==> src/rtl/sigma_pkg.sv <==
// -----------------------------------------------------------------------------
// sigma_pkg
// Shared types and helpers for the sigma accumulation lane.
//   sm_fixed_t    : 32-bit signed-magnitude fixed point (bit 31 sign,
//                   bits 30:0 magnitude, FRAC_BITS fractional bits)
//   sigma_state_e : accumulation controller states
//   sm_to_tc      : signed-magnitude -> 34-bit two's complement
//   tc_to_sm      : 34-bit two's complement -> signed-magnitude (zero is +0)
// -----------------------------------------------------------------------------
package sigma_pkg;

  typedef logic [31:0] sm_fixed_t;

  localparam int        FRAC_BITS   = 17;
  localparam sm_fixed_t SM_ZERO     = 32'h0000_0000;
  localparam sm_fixed_t SM_NEG_ZERO = 32'h8000_0000;

  typedef enum logic [1:0] {
    ST_GATHER = 2'd0,
    ST_ADD    = 2'd1,
    ST_DONE   = 2'd2
  } sigma_state_e;

  // 34 bits hold the sum of three 31-bit magnitudes plus a sign.
  function automatic logic signed [33:0] sm_to_tc(input sm_fixed_t v);
    logic signed [33:0] m;
    m = signed'({3'b000, v[30:0]});
    return v[31] ? -m : m;
  endfunction

  // A zero sum always comes back as +0; magnitudes beyond 31 bits wrap.
  function automatic sm_fixed_t tc_to_sm(input logic signed [33:0] t);
    logic [33:0] mag;
    mag = t[33] ? unsigned'(-t) : unsigned'(t);
    return {t[33], 31'(mag)};
  endfunction

endpackage

==> src/rtl/sigma3.sv <==
// -----------------------------------------------------------------------------
// sigma3
// Combinational 3-input signed-magnitude adder.
//   a [0:2][1] : in  three sm_fixed_t operands (column 0 used)
//   c          : out signed-magnitude sum, unsaturated
// -----------------------------------------------------------------------------
module sigma3
  import sigma_pkg::*;
(
  input  sm_fixed_t a [0:2][1],
  output sm_fixed_t c
);

  logic signed [33:0] w_sum;

  always_comb begin
    w_sum = sm_to_tc(a[0][0]) + sm_to_tc(a[1][0]) + sm_to_tc(a[2][0]);
  end

  assign c = tc_to_sm(w_sum);

endmodule

==> src/rtl/sigma_accum_ctrl.sv <==
// -----------------------------------------------------------------------------
// sigma_accum_ctrl
// Accumulates a stream of signed-magnitude terms into one frame sum by
// time-multiplexing a single sigma3 adder: each ADD pass folds the running
// accumulator with up to two buffered terms.
//
// Ports:
//   clk, rst            : clock, synchronous active-high reset
//   in_valid/in_ready   : term handshake; in_data term, in_last frame end
//   out_valid/out_ready : frame-sum handshake; out_data frame sum
//   busy                : frame in progress (terms accepted or output pending)
//   o_dbg_state         : current controller state (sigma_state_e encoding)
//
// Handshake: a transfer happens on a rising edge where valid && ready are both
// high. ready never depends on valid; a holder of valid keeps its data stable
// until the transfer.
//
// Build option: define SIGMA_RELU_EN to force out_data to zero whenever the
// accumulator is negative (the accumulator itself is unchanged).
// -----------------------------------------------------------------------------
module sigma_accum_ctrl
  import sigma_pkg::*;
#(
  parameter int N_TERMS = 16
) (
  input  logic        clk,
  input  logic        rst,
  input  logic        in_valid,
  output logic        in_ready,
  input  logic [31:0] in_data,
  input  logic        in_last,
  output logic        out_valid,
  input  logic        out_ready,
  output logic [31:0] out_data,
  output logic        busy,
  output logic [1:0]  o_dbg_state
);

  localparam int            CW       = $clog2(N_TERMS + 1);
  localparam logic [CW-1:0] LAST_CNT = CW'(N_TERMS - 1);

  sigma_state_e  r_state;
  sigma_state_e  w_next_state;
  sm_fixed_t     r_acc;
  sm_fixed_t     r_s0;
  sm_fixed_t     r_s1;
  logic [1:0]    r_nslot;
  logic [CW-1:0] r_cnt;
  logic          r_fend;

  logic          w_accept;
  logic          w_frame_end;
  sm_fixed_t     w_a [0:2][1];
  sm_fixed_t     w_c;
  sm_fixed_t     w_out;

  assign in_ready    = (r_state == ST_GATHER);
  assign w_accept    = in_valid && in_ready;
  // The term that fills the last counter position closes the frame even
  // without in_last.
  assign w_frame_end = in_last || (r_cnt == LAST_CNT);

  // Third operand is zero when only one term was buffered before the pass.
  always_comb begin
    w_a[0][0] = r_acc;
    w_a[1][0] = r_s0;
    w_a[2][0] = (r_nslot == 2'd2) ? r_s1 : SM_ZERO;
  end

  sigma3 sigma3_0 (
    .a (w_a),
    .c (w_c)
  );

  // ---------------------------------------------------------------------------
  // FSM
  // ---------------------------------------------------------------------------
  always_ff @(posedge clk) begin
    if (rst) begin
      r_state <= ST_GATHER;
    end else begin
      r_state <= w_next_state;
    end
  end

  always_comb begin
    w_next_state = r_state;
    case (r_state)
      ST_GATHER: begin
        // r_nslot==1 means this accept fills the second slot.
        if (w_accept && ((r_nslot == 2'd1) || w_frame_end)) begin
          w_next_state = ST_ADD;
        end
      end
      ST_ADD: begin
        w_next_state = r_fend ? ST_DONE : ST_GATHER;
      end
      ST_DONE: begin
        if (out_ready) begin
          w_next_state = ST_GATHER;
        end
      end
      default: w_next_state = ST_GATHER;
    endcase
  end

  // ---------------------------------------------------------------------------
  // Datapath
  // ---------------------------------------------------------------------------
  always_ff @(posedge clk) begin
    if (rst) begin
      r_acc   <= SM_ZERO;
      r_s0    <= SM_ZERO;
      r_s1    <= SM_ZERO;
      r_nslot <= 2'd0;
      r_cnt   <= '0;
      r_fend  <= 1'b0;
    end else begin
      case (r_state)
        ST_GATHER: begin
          if (w_accept) begin
            if (r_nslot == 2'd0) begin
              r_s0 <= in_data;
            end else begin
              r_s1 <= in_data;
            end
            r_nslot <= r_nslot + 2'd1;
            r_cnt   <= r_cnt + CW'(1);
            if (w_frame_end) begin
              r_fend <= 1'b1;
            end
          end
        end
        ST_ADD: begin
          r_acc   <= w_c;
          r_nslot <= 2'd0;
        end
        ST_DONE: begin
          if (out_ready) begin
            r_acc  <= SM_ZERO;
            r_cnt  <= '0;
            r_fend <= 1'b0;
          end
        end
        default: ;
      endcase
    end
  end

  // ---------------------------------------------------------------------------
  // Output
  // ---------------------------------------------------------------------------
  always_comb begin
    w_out = (r_acc == SM_NEG_ZERO) ? SM_ZERO : r_acc;
`ifdef SIGMA_RELU_EN
    if (r_acc[31]) begin
      w_out = SM_ZERO;
    end
`else
`endif
  end

  assign out_valid   = (r_state == ST_DONE);
  assign out_data    = out_valid ? w_out : SM_ZERO;
  assign busy        = (r_state != ST_GATHER) || (r_cnt != '0);
  assign o_dbg_state = r_state;

endmodule

==> config.mk <==
export PLATFORM = sky130hd
export DESIGN_NAME = sigma_accum_ctrl
export DESIGN_NICKNAME = d
export VERILOG_FILES = /design/src/rtl/sigma_pkg.sv /design/src/rtl/sigma3.sv /design/src/rtl/sigma_accum_ctrl.sv
export SDC_FILE = /design/constraint.sdc
export NUM_CORES = 1
export LEC_CHECK = 0
export CELL_PAD_IN_SITES_DETAIL_PLACEMENT = 1
export CELL_PAD_IN_SITES_GLOBAL_PLACEMENT = 1
export CORE_AREA = 2 2 158 160
export DETAILED_ROUTE_END_ITERATION = 12
export DIE_AREA = 0 0 160 162
export GPL_TIMING_DRIVEN = 0
export PLACE_DENSITY = 0.84
export SYNTH_ARGS = -nofsm -noshare
export SYNTH_HDL_FRONTEND = slang
export SYNTH_SLANG_ARGS = --single-unit
==> constraint.sdc <==
create_clock -name clk -period 8.1 [get_ports clk]
set_input_delay 1.62 -clock clk [delete_from_list [all_inputs] [get_ports clk]]
set_output_delay 1.62 -clock clk [all_outputs]
set_load 0.1 [all_outputs]
==> results.md, run 1 <==
* End of the worst register-to-register path: r_acc[27]
* Vias in the first global route at 9902
* CP startpoint: r_nslot[0]
* Crit path capture type: flop
* Worst IR Drop VDD at 0.000106 V
* Worst setup path endpoint: r_acc[27]
* Die Area at 0.0259 mm^2
* Hold Path Depth at 2
* Largest net degree at the start of global routing at 19
* Post-synth top area share at 22.3%
* Syn Area/Cell at 7.53 um^2
* GRT overflow at 0
* Post-synth top cells: nand2_1 (230), a21oi_1 (111), dfxtp_1 (106), inv_1 (85), xor2_1 (80)
* Clock sink count at 106
* Share of cells above drive strength 1 at 3.70%
* Final non-filler cell total at 1676
* Critical path arrival at 7.80 ns
* Io pins at 74
* Via count at 9523
* Clock-pin slew on the worst setup and hold paths at 0.08 ns
* Synth Flop Type: dfxtp_1
* Fin crit period at 7.55 ns
* Synth Cell Area at 0.00951 mm^2
* Clk root buf: clkbuf_16
* LEAKAGE at 4.44 nW
* Max_cap viols at 0
* Hold Crit Class: reg2reg
* Site Rows at 57
* Number of flops mapped to enable cells by yosys at 0
* RSZ-0062 raised after global routing: false
* Pre-antenna DRT Iters at 5
* Die H at 162 um
* Vias per cell at 5.68
* Largest area contributor in the netlist: dfxtp_1
* # H-tree levels at 3
* Syn-to-layout area delta at 15.3%
* CTS tree: done
* GRT Total Usage at 25.2%
* Final setup vio count at 0
* Tightest hold margin at 0.490 ns
* Path depth of the worst reg2reg path at 22
* Fin nets at 1460
* Post-DR wirelength/cell at 19.4 um
* 1st-iter DRT viols at 491
* CTS Buf Count at 9
* Slack of the critical path at 0.549 ns
* Pwr/cell area at 190 mW/mm^2
* DP Worst Slack at 0.571 ns
* Initial antenna violation count at 0
* Reg2Reg Setup Slack at 0.55 ns
* Yosys Warn Count at 0
* Pins Over Slew Limit at 0
* Fin crit share at 93.2%
* Hold_sp: r_s0[30]
* FMAX at 0.132 GHz
* Final instance area at 0.0110 mm^2
* WP data required at 8.35 ns
* Drc violations at 0
* Post-DP HPWL at 26.1 mm
* Worst-Skew Late Latency at 0.37 ns
* Area contributors post-synth: dfxtp_1 (22%), nand2_1 (9.1%), xor2_1 (7.4%), fa_1 (7.2%), a21oi_1 (5.8%)
* Post-Place Cell Area at 0.0106 mm^2
* Max FO, Critical Path at 10
* Core area at 0.0241 mm^2
* First-pass GRT wire length at 52.4 mm
* Initial Util at 39.4%
* Setup TNS at 0 ns
* Most common cell in the netlist: nand2_1
* Clock Skews at 0.0109 ns
* Port Buffer Count at 73
* Register area share after synthesis at 22.3%
* Slew @ Worst Pin at 0.986 ns
* Flops & latches, synth at 106
* Post-synth net total at 1376
* Die span in x at 160 um
* # diodes at 0
* Final Wtd Congestion at 0.908
* Placed Cells at 1660
* Clock Path Buffers at 2
* Crit Path Class: reg2reg
* Post-Synthesis Cells at 1263
* Run status: finished, final reports clean
* Netlist cell types at 73
* Final ANT Viol Nets at 0
* FFs w/ async S/R, synth at 0%
* Final hold vios at 0
* R2R Path Start: r_nslot[0]
* Worst slew margin at 34.0%
* Startpoint types: flop
* Final Routed Wirelength at 32.6 mm
==> per-layer routing <==
| layer | vias up | track usage [%] | wire (um) |
|---|---|---|---|
| li1 | 4529 | - | - |
| met2 | 238 | 45.0 | 16000 |
| met5 | - | 0 | 0 |
| met1 | 4698 | 31.3 | 14400 |
| met3 | 58 | 3.19 | 1350 |
| met4 | 0 | 8.76 | 879 |
==> cells by family after synthesis <==
kind of cell / Yosys count / synth area share (%)
compound gates: 329 / 21.8
mux: 6 / 0.658
fa+ha+maj: 76 / 12.7
simple gates: 466 / 24.0
buf+inv: 145 / 5.86
xor+xnor: 135 / 12.7
flops: 106 / 22.3
==> registers in the layout, indices dropped and copies added, names as in the netlist <==
register and count:
r_acc 32, r_s0 32, r_s1 32, r_cnt 5, o_dbg_state 2, r_nslot 2
r_fend 1
==> worst min-delay path by stage <==
| stage | to | slack [ns] |
|---|---|---|
| after floorplan | r_fend | 0.45 |
| after global placement | r_cnt[4] | 0.47 |
| after detailed placement | r_s0[30] | 0.48 |
| after CTS | r_s0[30] | 0.49 |
| after global routing | r_s0[11] | 0.52 |
| final | r_s0[30] | 0.49 |
==> stage by stage <==
| step | utilization (%) | total power, mW |
|---|---|---|
| floorplan | - | 1.31 |
| global placement | 44.2 | 1.54 |
| detailed placement | 44.2 | 1.58 |
| CTS | 45.4 | 2.06 |
| global route | 45.5 | 2.20 |
| finish | 45.5 | 2.08 |
==> final cells by class <==
cell class	instances	area (um^2)
multi-input combinational	1012	6830
tap	324	405
clock inverter	6	71.3
fill	3075	13100
clock buffer	10	239
inverter	85	319
buffer	60	238
timing repair buffer	73	731
sequential	106	2120
==> placed cells by master, fill, tap and decap left out, types with 9 or more instances in the layout <==
cell type	n
a211oi_1	9
a21o_1	13
a21oi_1	111
and2_1	38
clkbuf_1	54
clkbuf_16	9
clkdlybuf4s50_1	73
dfxtp_1	106
fa_1	34
ha_1	42
inv_1	85
nand2_1	230
nand2b_1	21
nand3_1	11
nor2_1	56
nor3_1	10
nor4_1	9
o21ai_0	69
o21ai_1	13
o31ai_1	29
o41ai_1	14
or2_2	9
or3_1	18
or4_1	18
xnor2_1	53
xor2_1	80
==> repair_timing <==
action                     4_1_cts  5_1_grt
setup endpoints to repair        0        6
hold buffers                     0        0
resized for setup                0        1
buffers inserted                 0        0
==> report_power, final <==
| group | internal [mW] | leakage (nW) | switching (mW) |
|---|---|---|---|
| combinational | 0.364 | 3.42 | 0.613 |
| clock | 0.253 | 0.151 | 0.229 |
| sequential | 0.558 | 0.863 | 0.0607 |
| total | 1.17 | 4.44 | 0.903 |
==> worst max-delay path, cell delays in order (launching register included) <==
cell and delay, ns:
dfxtp_1 0.36, inv_1 0.10, ha_1 0.33, clkbuf_1 0.44
clkbuf_1 0.46, nand2_1 0.16, ha_1 0.28, nand2b_1 0.18
xnor2_1 0.16, nand2_1 0.10, fa_1 0.56, inv_1 0.07
ha_1 0.33, a211oi_1 0.68, o21bai_1 0.26, a211o_1 0.35
a21oi_1 0.33, nor4b_1 0.75, nor3b_1 0.70, and4b_1 0.37
a31oi_1 0.13, xnor2_1 0.23, o21ai_1 0.08
Note: power is estimated with default switching activity, not from simulation.
==> run 2, diff against run 1 <==
--- a/config.mk
+++ b/config.mk
@@ -10,6 +10,7 @@
 export CORE_AREA = 2 2 158 160
 export DETAILED_ROUTE_END_ITERATION = 12
 export DIE_AREA = 0 0 160 162
+export GPL_ROUTABILITY_DRIVEN = 0
 export GPL_TIMING_DRIVEN = 0
 export PLACE_DENSITY = 0.84
 export SYNTH_ARGS = -nofsm -noshare
==> results of run 2 <==
Final layout, timing and power as in run 1 (identical DEF).
==> run 3, diff against run 2 <==
--- a/config.mk
+++ b/config.mk
@@ -5,14 +5,15 @@
 export SDC_FILE = /design/constraint.sdc
 export NUM_CORES = 1
 export LEC_CHECK = 0
+export ABC_AREA = 1
 export CELL_PAD_IN_SITES_DETAIL_PLACEMENT = 1
 export CELL_PAD_IN_SITES_GLOBAL_PLACEMENT = 1
-export CORE_AREA = 2 2 158 160
+export CORE_AREA = 2 2 169 171
 export DETAILED_ROUTE_END_ITERATION = 12
-export DIE_AREA = 0 0 160 162
+export DIE_AREA = 0 0 171 173
 export GPL_ROUTABILITY_DRIVEN = 0
 export GPL_TIMING_DRIVEN = 0
-export PLACE_DENSITY = 0.84
+export PLACE_DENSITY_LB_ADDON = 0.1
 export SYNTH_ARGS = -nofsm -noshare
 export SYNTH_HDL_FRONTEND = slang
 export SYNTH_SLANG_ARGS = --single-unit
==> results.md, run 3 <==
* RSZ-0062 raised after global routing: false
* Final Routed Wirelength at 41.4 mm (+27%)
* Crit path capture type: flop
* Run status: finished, final reports clean
* Io pins at 74 (unchanged)
* Hold Path Depth at 2 (unchanged)
* Post-DR wirelength/cell at 17.6 um (-9.5%)
* Largest family of logic cells by synthesized area: simple AND/OR/NAND/NOR gates
* Max FO, Critical Path at 10 (unchanged)
* GRT Total Usage at 28.4% (+3.2 points)
* End of the worst register-to-register path: r_acc[23]
* CTS Hold Bufs at 0 (unchanged)
* Hold_sp: r_s1[27]
* Worst slew margin at 33.6% (-0.41 points)
* WP data required at 8.32 ns (-0.03 ns)
* Startpoint types: flop
* Largest area contributor in the netlist: dfxtp_1
* Post-Synthesis Cells at 1885 (+49%)
* Mux cell area share after synthesis at 0% (-0.66 points)
* Vias in the first global route at 12100 (+22%)
* Final hold vios at 0 (unchanged)
* LEAKAGE at 6.16 nW (+39%)
* Pins Over Slew Limit at 0 (unchanged)
* Yosys Warn Count at 0 (unchanged)
* Reg2Reg Setup Slack at 1.83 ns (+1.29 ns)
* Worst Hold End: r_s1[27]
* Vias per cell at 5.07 (-11%)
* Xor/xnor share of the synthesized area at 5.66% (-7.0 points)
* Buf/Inv on CP at 9 (+5)
* Commonest cells after routing, fill and taps aside: nand2_1 (501), inv_1 (395), nor2_1 (184)
* Die H at 173 um (+6.8%)
* Clock sink count at 106 (unchanged)
* Post-CTS Setup Bufs at 0 (unchanged)
* Pre-antenna DRT Iters at 5 (unchanged)
* Hold Crit Class: reg2reg
* Final ANT Viol Nets at 0 (unchanged)
* Die span in x at 171 um (+6.9%)
* Setup TNS at 0 ns (unchanged)
* Fin nets at 2081 (+43%)
* Initial Util at 39.8% (+0.33 points)
* Synth Area in Adders at 11.0% (-1.7 points)
* Most common cell in the netlist: nand2_1
* Crit Path Class: reg2reg
* Path depth of the worst reg2reg path at 32 (+45%)
* Die Area at 0.0296 mm^2 (+14%)
* Simple-gate share of the synthesized area at 34.6% (+11 points)
* Critical path arrival at 6.49 ns (-1.31 ns)
* Clock Skews at 0.0100 ns (-0.000877 ns)
* Pwr/cell area at 178 mW/mm^2 (-6.3%)
* Core area at 0.0276 mm^2 (+15%)
* Initial antenna violation count at 0 (unchanged)
* Post-synth top cells: nand2_1 (501), inv_1 (395), nor2_1 (184), a21oi_1 (124), nand3_1 (122)
* Most used cell, CP: nand2_1
* Site Rows at 61 (+7.0%)
* Final instance area at 0.0125 mm^2 (+14%)
* Netlist cell types at 44 (-40%)
* # H-tree levels at 3 (unchanged)
* CTS Buf Count at 9 (unchanged)
* Syn Area/Cell at 5.83 um^2 (-23%)
* # diodes at 0 (unchanged)
* Synth Cell Area at 0.0110 mm^2 (+16%)
* Share of cells above drive strength 1 at 3.65% (-0.049 points)
* Max_cap viols at 0 (unchanged)
* FMAX at 0.160 GHz (+21%)
* Compound-Gate Fraction of Synth Area at 13.0% (-8.8 points)
* Regs by FF count: r_acc (32), r_s0 (32), r_s1 (32)
* Port Buffer Count at 72 (-1.4%)
* Clock Path Buffers at 2 (unchanged)
* Syn-to-layout area delta at 13.5%
* First-pass GRT wire length at 64.9 mm (+24%)
* Area contributors post-synth: dfxtp_1 (19%), nand2_1 (17%), inv_1 (13%), nor2_1 (6.3%), fa_1 (6.2%)
* Most common cell after layout, fill and taps aside: nand2_1
* Synth Flop Type: dfxtp_1
* Post-synth top area share at 19.3% (-3.0 points)
* CTS tree: done
* Slowest stage delay, CP at 0.56 ns (-0.19 ns)
* Slew @ Worst Pin at 0.992 ns (+0.00620 ns)
* Drc violations at 0 (unchanged)
* Worst-Skew Late Latency at 0.37 ns (about the same)
* Worst IR Drop VDD at 0.000110 V (+3.1%)
* R2R Path Start: r_nslot[0]
* Cts repair resizes at 0 (unchanged)
* GRT overflow at 0 (unchanged)
* CP max-delay cell: fa_1
* Post-DP HPWL at 35.8 mm (+37%)
* Fin crit period at 6.27 ns (-1.29 ns)
* CP delay by family, top: simple AND/OR/NAND/NOR gates
* Final setup vio count at 0 (unchanged)
* 1st-iter DRT viols at 605 (+23%)
* Flops & latches, synth at 106 (unchanged)
* Post-Place Cell Area at 0.0122 mm^2 (+14%)
* Register area share after synthesis at 19.3% (-3.0 points)
* Clk root buf: clkbuf_16
* Post-synth net total at 1998 (+45%)
* FFs w/ async S/R, synth at 0% (unchanged)
* Number of flops mapped to enable cells by yosys at 0 (unchanged)
* Fin crit share at 77.4% (-16 points)
* Largest net degree at the start of global routing at 19 (unchanged)
* Clock-pin slew on the worst setup and hold paths at 0.08 ns (about the same)
* Via count at 11900 (+25%)
-- run 3: area by class of cell --
cell class | count | area [um^2]
Fill cell | 3948 | 15200
Multi-Input combinational cell | 1321 | 7050
Sequential cell | 106 | 2120
Inverter | 404 | 1520
Timing Repair Buffer | 72 | 721
Tap cell | 378 | 473
Buffer | 54 | 297
Clock buffer | 10 | 239
Clock inverter | 6 | 48.8
-- run 3: how the worst max path moves through the flow --
stage / from / end / slack (ns) / cells past startpoint
floorplan: o_dbg_state[1] / out_data[0] / 1.59 / 4
global placement: r_nslot[0] / r_acc[23] / 2.06 / 33
detailed placement: r_nslot[0] / r_acc[23] / 1.91 / 32
CTS: r_nslot[0] / r_acc[23] / 1.87 / 32
global route: r_nslot[0] / r_acc[22] / 1.30 / 32
finish: r_nslot[0] / r_acc[23] / 1.83 / 32
-- run 3: cell families (layout without fill, tap and decap cells) --
group	after synthesis	in the layout
AND/OR/NAND/NOR	905	905
buffers and inverters	458	546
AO/OA/AOI/OAI	269	269
flip-flops	106	106
adder cells (fa/ha/maj)	76	76
XOR/XNOR	71	71
-- run 3: worst min-delay path, cell delays in order, from the launching register on --
cell,delay (ns)
dfxtp_1,0.32
inv_1,0.05
a21oi_1,0.05
-- run 3: where the power goes --
| part | leakage, nW | internal (mW) | switching, mW |
|---|---|---|---|
| clock | 0.137 | 0.221 | 0.220 |
| combinational | 5.15 | 0.356 | 0.803 |
| sequential | 0.868 | 0.568 | 0.0478 |
| total | 6.16 | 1.14 | 1.07 |
-- run 3: metal layers --
layer | vias to the layer above | global-route usage [%] | share of wire [%]
met2 | 211 | 47.6 | 46
met3 | 67 | 3.52 | 3.7
met1 | 5682 | 36.9 | 46
met4 | 0 | 11.0 | 4.0
li1 | 5956 | - | -
met5 | - | 0 | 0
-- run 3: metrics by stage --
step	cells	utilization, %	total power, mW	hold WS [ns]	worst slack [ns]
2_1_floorplan	1885	-	1.40	0.424	1.59
3_3_place_gp	2335	44.1	1.74	0.437	2.06
3_5_place_dp	2335	44.1	1.77	0.439	1.91
4_1_cts	2351	45.1	2.22	0.453	1.87
5_1_grt	2351	45.1	2.39	0.466	1.30
6_report	2351	45.1	2.22	0.454	1.83
